===== src/rtl/irq_pkg.sv =====
// Shared types and helpers for the interrupt pending arbiter and its encoder.
package irq_pkg;
  localparam int REQ_W = 8;
  localparam int IDX_W = 3;

  typedef logic [REQ_W-1:0] req_vec_t;
  typedef logic [IDX_W-1:0] req_idx_t;

  // Expand a 3-bit index into its 8-bit one-hot vector.
  function automatic req_vec_t onehot3(input req_idx_t idx);
    req_vec_t v;
    v      = '0;
    v[idx] = 1'b1;
    return v;
  endfunction
endpackage


===== src/rtl/irq_pending_arbiter_if.sv =====
// Valid/ready grant channel carrying the selected request index.
interface irq_pending_arbiter_if;
  irq_pkg::req_idx_t out_idx;
  logic              out_valid;
  logic              out_ready;

  // Arbiter side presents the index; consumer side accepts it.
  modport master (output out_idx, output out_valid, input out_ready);
  modport slave  (input out_idx, input out_valid, output out_ready);
endinterface


===== src/rtl/priority_encoder_8to3.sv =====
// Combinational 8-to-3 priority encoder; bit 7 has highest priority.
module priority_encoder_8to3
  import irq_pkg::*;
(
  input  req_vec_t in,
  output req_idx_t out,
  output logic     valid
);

  // Ascending scan so the highest set bit is the last one written.
  always_comb begin
    out   = '0;
    valid = |in;
    for (int i = 0; i < REQ_W; i++) begin
      if (in[i]) out = req_idx_t'(i);
    end
  end

endmodule


===== src/rtl/irq_pending_arbiter.sv =====
// Sticky pending register with enable mask, registered valid/ready grant
// output and a saturating counter of requests lost to an already-pending bit.
module irq_pending_arbiter
  import irq_pkg::*;
#(
  parameter int DROP_CNT_W = 8
) (
  input  logic                      clk,
  input  logic                      rst,
  input  req_vec_t                  req_in,
  input  req_vec_t                  mask_in,
  irq_pending_arbiter_if.master     out_if,
  output req_vec_t                  pending,
  output logic [DROP_CNT_W-1:0]     drop_cnt
);

  req_vec_t              pending_reg, pending_next;
  req_idx_t              out_idx_reg, out_idx_next;
  logic                  out_valid_reg, out_valid_next;
  logic [DROP_CNT_W-1:0] drop_cnt_reg, drop_cnt_next;

  logic                  accept;
  req_vec_t              clr;
  req_vec_t              lost;
  req_vec_t              cand;
  req_idx_t              enc_idx;
  logic                  enc_valid;
  logic [3:0]            lost_cnt;
  logic [DROP_CNT_W:0]   drop_sum;

  // Candidates come from the registered pending set, so a request arriving
  // this cycle is not eligible until the following edge.
  priority_encoder_8to3 u_enc (
    .in    (cand),
    .out   (enc_idx),
    .valid (enc_valid)
  );

  // Next-state logic for pending, grant register and lost-request counter.
  always_comb begin
    accept         = out_valid_reg && out_if.out_ready;
    clr            = accept ? onehot3(out_idx_reg) : '0;
    // A request landing on the bit being cleared re-arms it rather than dropping.
    pending_next   = (pending_reg & ~clr) | req_in;
    lost           = req_in & pending_reg & ~clr;
    cand           = pending_reg & ~clr & mask_in;

    lost_cnt = '0;
    for (int i = 0; i < REQ_W; i++) begin
      lost_cnt = lost_cnt + 4'(lost[i]);
    end
    drop_sum      = {1'b0, drop_cnt_reg} + (DROP_CNT_W+1)'(lost_cnt);
    drop_cnt_next = drop_sum[DROP_CNT_W] ? '1 : drop_sum[DROP_CNT_W-1:0];

    // A presented index stays put while stalled, even if mask or pending move.
    out_idx_next   = out_idx_reg;
    out_valid_next = out_valid_reg;
    if (!out_valid_reg || accept) begin
      out_valid_next = enc_valid;
      if (enc_valid) out_idx_next = enc_idx;
    end
  end

  // State registers with synchronous reset; requests during reset are discarded.
  always_ff @(posedge clk) begin
    if (rst) begin
      pending_reg   <= '0;
      out_idx_reg   <= '0;
      out_valid_reg <= 1'b0;
      drop_cnt_reg  <= '0;
    end else begin
      pending_reg   <= pending_next;
      out_idx_reg   <= out_idx_next;
      out_valid_reg <= out_valid_next;
      drop_cnt_reg  <= drop_cnt_next;
    end
  end

  assign out_if.out_idx   = out_idx_reg;
  assign out_if.out_valid = out_valid_reg;
  assign pending          = pending_reg;
  assign drop_cnt         = drop_cnt_reg;

endmodule

===== src/flat_wrapper.sv =====
// flat-port wrapper written by rule: the top's interface ports become plain ports
module irq_pending_arbiter_flat import irq_pkg::*;
#(
  parameter int DROP_CNT_W = 8
)
  (clk, rst, req_in, mask_in, pending, drop_cnt, out_if_out_idx, out_if_out_valid, out_if_out_ready);
  irq_pending_arbiter_if out_if_i ();
  input  logic clk;
  input  logic rst;
  input  req_vec_t req_in;
  input  req_vec_t mask_in;
  output req_vec_t pending;
  output logic [DROP_CNT_W-1:0] drop_cnt;
  output wire logic [$bits(out_if_i.out_idx)-1:0] out_if_out_idx;
  output wire logic [$bits(out_if_i.out_valid)-1:0] out_if_out_valid;
  input wire logic [$bits(out_if_i.out_ready)-1:0] out_if_out_ready;
  assign out_if_out_idx = out_if_i.out_idx;
  assign out_if_out_valid = out_if_i.out_valid;
  assign out_if_i.out_ready = out_if_out_ready;
  irq_pending_arbiter #(.DROP_CNT_W(DROP_CNT_W)) u_core (.clk(clk), .rst(rst), .req_in(req_in), .mask_in(mask_in), .out_if(out_if_i), .pending(pending), .drop_cnt(drop_cnt));
endmodule

===== config.mk =====
export PLATFORM = sky130hd
export DESIGN_NAME = irq_pending_arbiter_flat
export DESIGN_NICKNAME = d
export VERILOG_FILES = /design/src/rtl/irq_pkg.sv /design/src/rtl/irq_pending_arbiter_if.sv /design/src/rtl/priority_encoder_8to3.sv /design/src/rtl/irq_pending_arbiter.sv /design/src/flat_wrapper.sv
export SDC_FILE = /design/constraint.sdc
export NUM_CORES = 1
export LEC_CHECK = 0
export BUFFER_PORTS_ARGS = -buffer_cell sky130_fd_sc_hd__clkbuf_2
export CORE_MARGIN = 5
export CORE_UTILIZATION = 36
export DETAILED_ROUTE_END_ITERATION = 10
export SLEW_MARGIN = 20
export SYNTH_ARGS = -nofsm -noshare
export SYNTH_HDL_FRONTEND = slang
export SYNTH_SLANG_ARGS = --single-unit

===== constraint.sdc =====
create_clock -name clk -period 7.68 [get_ports clk]
set_input_delay 0.384 -clock clk [delete_from_list [all_inputs] [get_ports clk]]
set_output_delay 0.384 -clock clk [all_outputs]
set_load 0.005 [all_outputs]

# After elaboration in Yosys (flattened, before gate mapping)
# Index checks and enable logic that the tools add are counted.
# classes
reduce_logical	6
bitwise	6
muxes	11
n_lt_le_gt_ge	2
n_addsub	8
# op_table
cell	count
$and A8 B8 Y8	4
$add A4 B1 Y4	6
$mux W3	6
$mux W8	2
$add A8 B4 Y9	1
$not A8 Y8	1
$or A8 B8 Y8	1
$reduce_or A8 Y1	1
$lt A3 B4 Y1 const B	1
$demux W1 S3	1
$ge A3 B1 Y1 const B	1
$add A1 B1 Y2	1
$logic_and A1 B1 Y1	2
$mux W1	2
$reduce_and A2 Y1	1
$logic_not A1 Y1	1
$logic_or A1 B1 Y1	1
# word_totals
elab_cells	37
in_bits	19
output_inout_bits	20
register_bits	20

# Depth between registers and ports, before layout
# logic_depth
depth_word	16
depth_mapped	19
depth_no_buf	18

# Cells and area by module
# From an unflattened synthesis, not the netlist that was laid out.
# unflattened
hier_cells	144
area_unflattened_um2	1166.1
# by_module_without_submodules
mod	seq_area_each_um2	area_per_inst_um2	cells_per_inst	instances
irq_pending_arbiter	400.4	1099.8	132	1
priority_encoder_8to3	0.0	66.3	12	1

# Least setup slack after synthesis
# OpenSTA, ideal clock, no wires.
# synth_timing
path_kind	in2reg
from	input out_if_out_ready
to	register u_core.drop_cnt_reg[5] (netlist: u_core.drop_cnt[5])
required_time_ps	7602
setup_time_ps	78
t_arrival_ps	4419
slack_ps	3183
stages	18
path_buffers	1
path_cell_list	and3b_1 buf_2 a21boi_2 and2_1 ha_1 inv_1 fa_1 inv_1 fa_1 fa_1 inv_1 fa_1 fa_1 nor2b_1 o21a_1 o211ai_1 and4_1 nor3_1
# synth_between
elab_chain_len	13
# synth_rtl
element	line_no	source
start, declared	flat_wrapper.sv:16	input wire logic [$bits(out_if_i.out_ready)-1:0] out_if_out_ready;
$logic_and A1 B1 Y1 (*)	irq_pending_arbiter.sv:41	accept = out_valid_reg && out_if.out_ready;
$mux W8 (*)	irq_pending_arbiter.sv:42	clr = accept ? onehot3(out_idx_reg) : '0;
$not A8 Y8 (*)	irq_pending_arbiter.sv:45	lost = req_in & pending_reg & ~clr;
$and A8 B8 Y8 (*)	irq_pending_arbiter.sv:45	
$add A1 B1 Y2	irq_pending_arbiter.sv:50	lost_cnt = lost_cnt + 4'(lost[i]);
$add A4 B1 Y4 (5 in series)	irq_pending_arbiter.sv:50	
$add A4 B1 Y4 (*)	irq_pending_arbiter.sv:50	
$add A8 B4 Y9 (*)	irq_pending_arbiter.sv:52	drop_sum = {1'b0, drop_cnt_reg} + (DROP_CNT_W+1)'(lost_cnt);
$mux W8 (*)	irq_pending_arbiter.sv:53	drop_cnt_next = drop_sum[DROP_CNT_W] ? '1 : drop_sum[DROP_CNT_W-1:0];
end signal, assigned	irq_pending_arbiter.sv:75	drop_cnt_reg <= drop_cnt_next;
end, declared	irq_pending_arbiter.sv:20	logic [DROP_CNT_W-1:0] drop_cnt_reg, drop_cnt_next;
# Mark *: on every way between the ends. The rest lies on a longest branch, timed or not.
# A chain may end at the register's enable or synchronous reset.

# Worst setup path in the final report
# layout_timing
from	register u_core.out_idx_reg[2] (netlist: u_core.out_if.out_idx[2])
to	register u_core.drop_cnt_reg[5] (netlist: u_core.drop_cnt[5])
# layout_between
elab_chain_len	16
word_cells_on_any_way	17
classes_between	add/sub: 8; order compare: 2; mux: 4; bitwise: 2; reduce/logical: 1
# layout_rtl
element	line_no	source
start, declared	irq_pending_arbiter.sv:18	req_idx_t out_idx_reg, out_idx_next;
start signal, assigned	irq_pending_arbiter.sv:73	out_idx_reg <= out_idx_next;
$lt A3 B4 Y1 (not written as such) or $ge A3 B1 Y1 (tied branches)	irq_pkg.sv:13	v[idx] = 1'b1;
$logic_and A1 B1 Y1 (not written as such)	irq_pkg.sv:13	
$mux W1 (not written as such)	irq_pkg.sv:13	
$demux W1 S3 (*)	-	
$mux W8 (*)	irq_pending_arbiter.sv:42	
$not A8 Y8 (*)	irq_pending_arbiter.sv:45	
$and A8 B8 Y8 (*)	irq_pending_arbiter.sv:45	
$add A1 B1 Y2	irq_pending_arbiter.sv:50	
$add A4 B1 Y4 (5 in series)	irq_pending_arbiter.sv:50	
$add A4 B1 Y4 (*)	irq_pending_arbiter.sv:50	
$add A8 B4 Y9 (*)	irq_pending_arbiter.sv:52	
$mux W8 (*)	irq_pending_arbiter.sv:53	
# Marks and branches as above.

==> flow_summary_export.csv <==
group,metric,value,unit
die,fp.dieArea,5087,um2
die,core,3661,um2
grt,grt_overflow,0,
grt,grt_use_total,12.65,%
finish,synthToLayoutAreaGrowth,21.16,%
placed_design,dpl.hpwl,2.586,mm
detailed_routing,vias_per_cell,5.128,
clock_network,ctsResizeCount,0,
clock_network,cts_made_buffers,3,
yosys,synth_nets,188,
run_status,status,"finished clean",
worst_setup_path,path_class,"flop to flop",
power,p_per_area,205.8,nW/um2
detailed_routing,route.detailed.wl_per_inst,12.90,um
detailed_routing,finalWirelength,3.123,mm
yosys,post-synth-top-count-cell,"dfxtp_1",
grt,grt_pass1_wl,5.285,mm
yosys,synth_top_area_share,29.57,%
yosys,ys_warn_count,0,
timing,relSlewSlack,71.51,%
clock_network,clkTransAtPathRegs,80,ps
yosys,async_reset_ff_share,0,%
grt,grt_pass1_vias,1229,
die,rows,22,
yosys,netlist_area,1354,um2
yosys,yosysTopAreaCell,"dfxtp_1",
clock_network,clock_path_buffers,2,
detailed_routing,drt-initial-drc-count,58,
timing,finalHoldViolCount,0,
die,fp.dieH,71.33,um
finish,diodes,0,
worst_setup_path,worstPathCellList,"and3b_1 -> a21boi_2 -> and2_1 -> ha_1 -> inv_1 -> fa_1 -> inv_1 -> fa_1 -> fa_1 -> inv_1 -> fa_1 -> fa_1 -> nor2b_1 -> o21a_1 -> o211ai_1 -> and4_1 -> nor3_1",
yosys,synth.area.top_cells,"dfxtp_1 (30%), fa_1 (7.4%), ha_1 (6.5%)",
yosys,synth-seq-cells,20,
worst_setup_path,crit_fanout,7,
finish,multi_input_area,869.6,um2
clock_network,cts_sinks,20,
finish,final-seq-area,400.4,um2
timing,min_period,4756,ps
yosys,syn_inst,157,
die,start_util,36.98,%
yosys,synthDistinctLibCells,50,
finish,nNetsFinal,226,
finish,final_layout_size_suffix_gt1_share,28.35,%
worst_setup_path,max_stage_delay,530,ps
timing,drv_slew,0,
worst_setup_path,cp-end-kind,"flop",
worst_setup_path,cp_common_cell,"fa_1",
clock_network,worstSkewPairLatency,260,ps
worst_setup_path,path_delay_family,"adder cells",
worst_setup_path,worst-path-buf-inv,3,
grt,antenna_found_initial,0,
worst_setup_path,cp.arrival,4940,ps
yosys,synth_area_per_cell,8.623,um2
detailed_routing,postRouteAntennaNets,0,
placed_design,dp_slack,2802,ps
yosys,synth_common_cells,"dfxtp_1 (20), a21oi_1 (16), nor2_1 (15), nand2_1 (14), inv_1 (13)",
placed_design,gp_congestion,0.8237,
power,cellLeakagePower,0.7808,nW
die,io_pins,39,
timing,skew,3.355,ps
detailed_routing,drc,0,
yosys,ys_seq_area_share,29.57,%
clock_network,postCtsSetupBuffers,0,
timing,rsz0062_at_grt,"false",
yosys,synth_edf_count,0,
clock_network,htreeDepth,1,
placed_design,portBuffers,38,
clock_network,holdBufCountCts,0,
finish,fillers,384,
yosys,synth_ff_type,"dfxtp_1",
min_path,hold_path.class,"primary input to flop",
timing,fin_crit_sh,61.93,%
worst_setup_path,slowest_stage,"fa_1",
timing,tightest_slew,426.6,ps
detailed_routing,dr.pass1.iters,4,
clock_network,root_buffer,"clkbuf_8",
timing,fin_ws,2924,ps
clock_network,cts_tree,"done",
power,peakVddDrop,79.81,uV
run,maxCapViolCount,0,
timing,max_freq,210.3,MHz
worst_setup_path,required,7870,ps
timing,setup_viol,0,
worst_setup_path,start_kind,"flop",
grt,grt_max_degree,20,
die,die_w,71.33,um
timing,tns,0,ps
detailed_routing,vias,1241,
==> layout make-up <==
type / instances / area share (%)
multi-input combinational: 119 / 53.01
sequential: 20 / 24.41
timing repair buffer: 38 / 11.59
tap: 48 / 3.661
inverter: 13 / 2.975
clock buffer: 3 / 2.517
clock inverter: 1 / 1.831
==> layout by cell type, fill, tap and decap left out, types with 2 or more instances in the layout <==
cell type	synthesis	layout
nor2b_1	4	4
dfxtp_1	20	20
o211ai_1	3	3
a21oi_2	3	3
ha_1	7	7
nand2_1	14	14
clkbuf_2	0	38
nor2_1	15	15
mux2i_1	2	2
xnor2_1	2	2
fa_1	5	5
a21o_1	2	2
and2_1	2	2
nor3_1	2	2
inv_1	13	13
a21oi_1	16	16
a21boi_0	2	2
clkbuf_8	0	3
and3_1	8	8
nand3_1	2	2
a211oi_1	2	2
==> per-layer routing <==
metal | track usage [%] | routed length [um] | up-vias
met1 | 15.06 | 1428 | 578
met4 | 3.967 | 31 | 0
met5 | 0 | 0 | -
li1 | - | - | 632
met3 | 3.366 | 149 | 4
met2 | 22.04 | 1513 | 27
==> worst reg2reg max path: cells and delay by family (launching register included) <==
kind,cells,cell delay [ps]
adder cells (fa/ha/maj),6,2650
AND/OR/NAND/NOR,5,1080
flip-flops,1,350
buffers and inverters,3,180
AO/OA/AOI/OAI,3,440
==> cells by family after synthesis <==
group	share of synthesized area, %
AO/OA/AOI/OAI	23.20
XOR/XNOR	1.941
adder cells (fa/ha/maj)	13.86
buffers and inverters	6.192
flip-flops	29.57
multiplexers	1.479
AND/OR/NAND/NOR	23.75
==> report_power, final <==
| group | leakage [nW] | internal, mW | total, mW | switching [mW] |
|---|---|---|---|---|
| combinational | 0.580 | 0.0486 | 0.101 | 0.0528 |
| clock | 0.0357 | 0.0695 | 0.106 | 0.0362 |
| sequential | 0.165 | 0.117 | 0.130 | 0.0130 |
==> metrics by stage <==
stage               cells  power, mW  hold WS [ps]  util [%]  instance area, um2
global placement      238     0.2328         495.3     42.86                1569
floorplan             157     0.2016         480.8         -                1354
global route          242     0.3630         355.7     44.81                1640
finish                242     0.3375         347.3     44.81                1640
CTS                   242     0.3442         342.2     44.81                1640
detailed placement    238     0.2368         512.3     42.86                1569
==> final timing paths <==
path / depth (start not counted) / slack [ps] / startpoint / to
min: 3 / 350 / req_in[5] / u_core.pending[5]
max: 17 / 2920 / u_core.out_if.out_idx[2] / u_core.drop_cnt[5]
min reg2reg: 2 / 520 / u_core.drop_cnt[7] / u_core.drop_cnt[7]
max reg2reg: 17 / 2920 / u_core.out_if.out_idx[2] / u_core.drop_cnt[5]
Note: power is estimated with default switching activity, not from simulation.
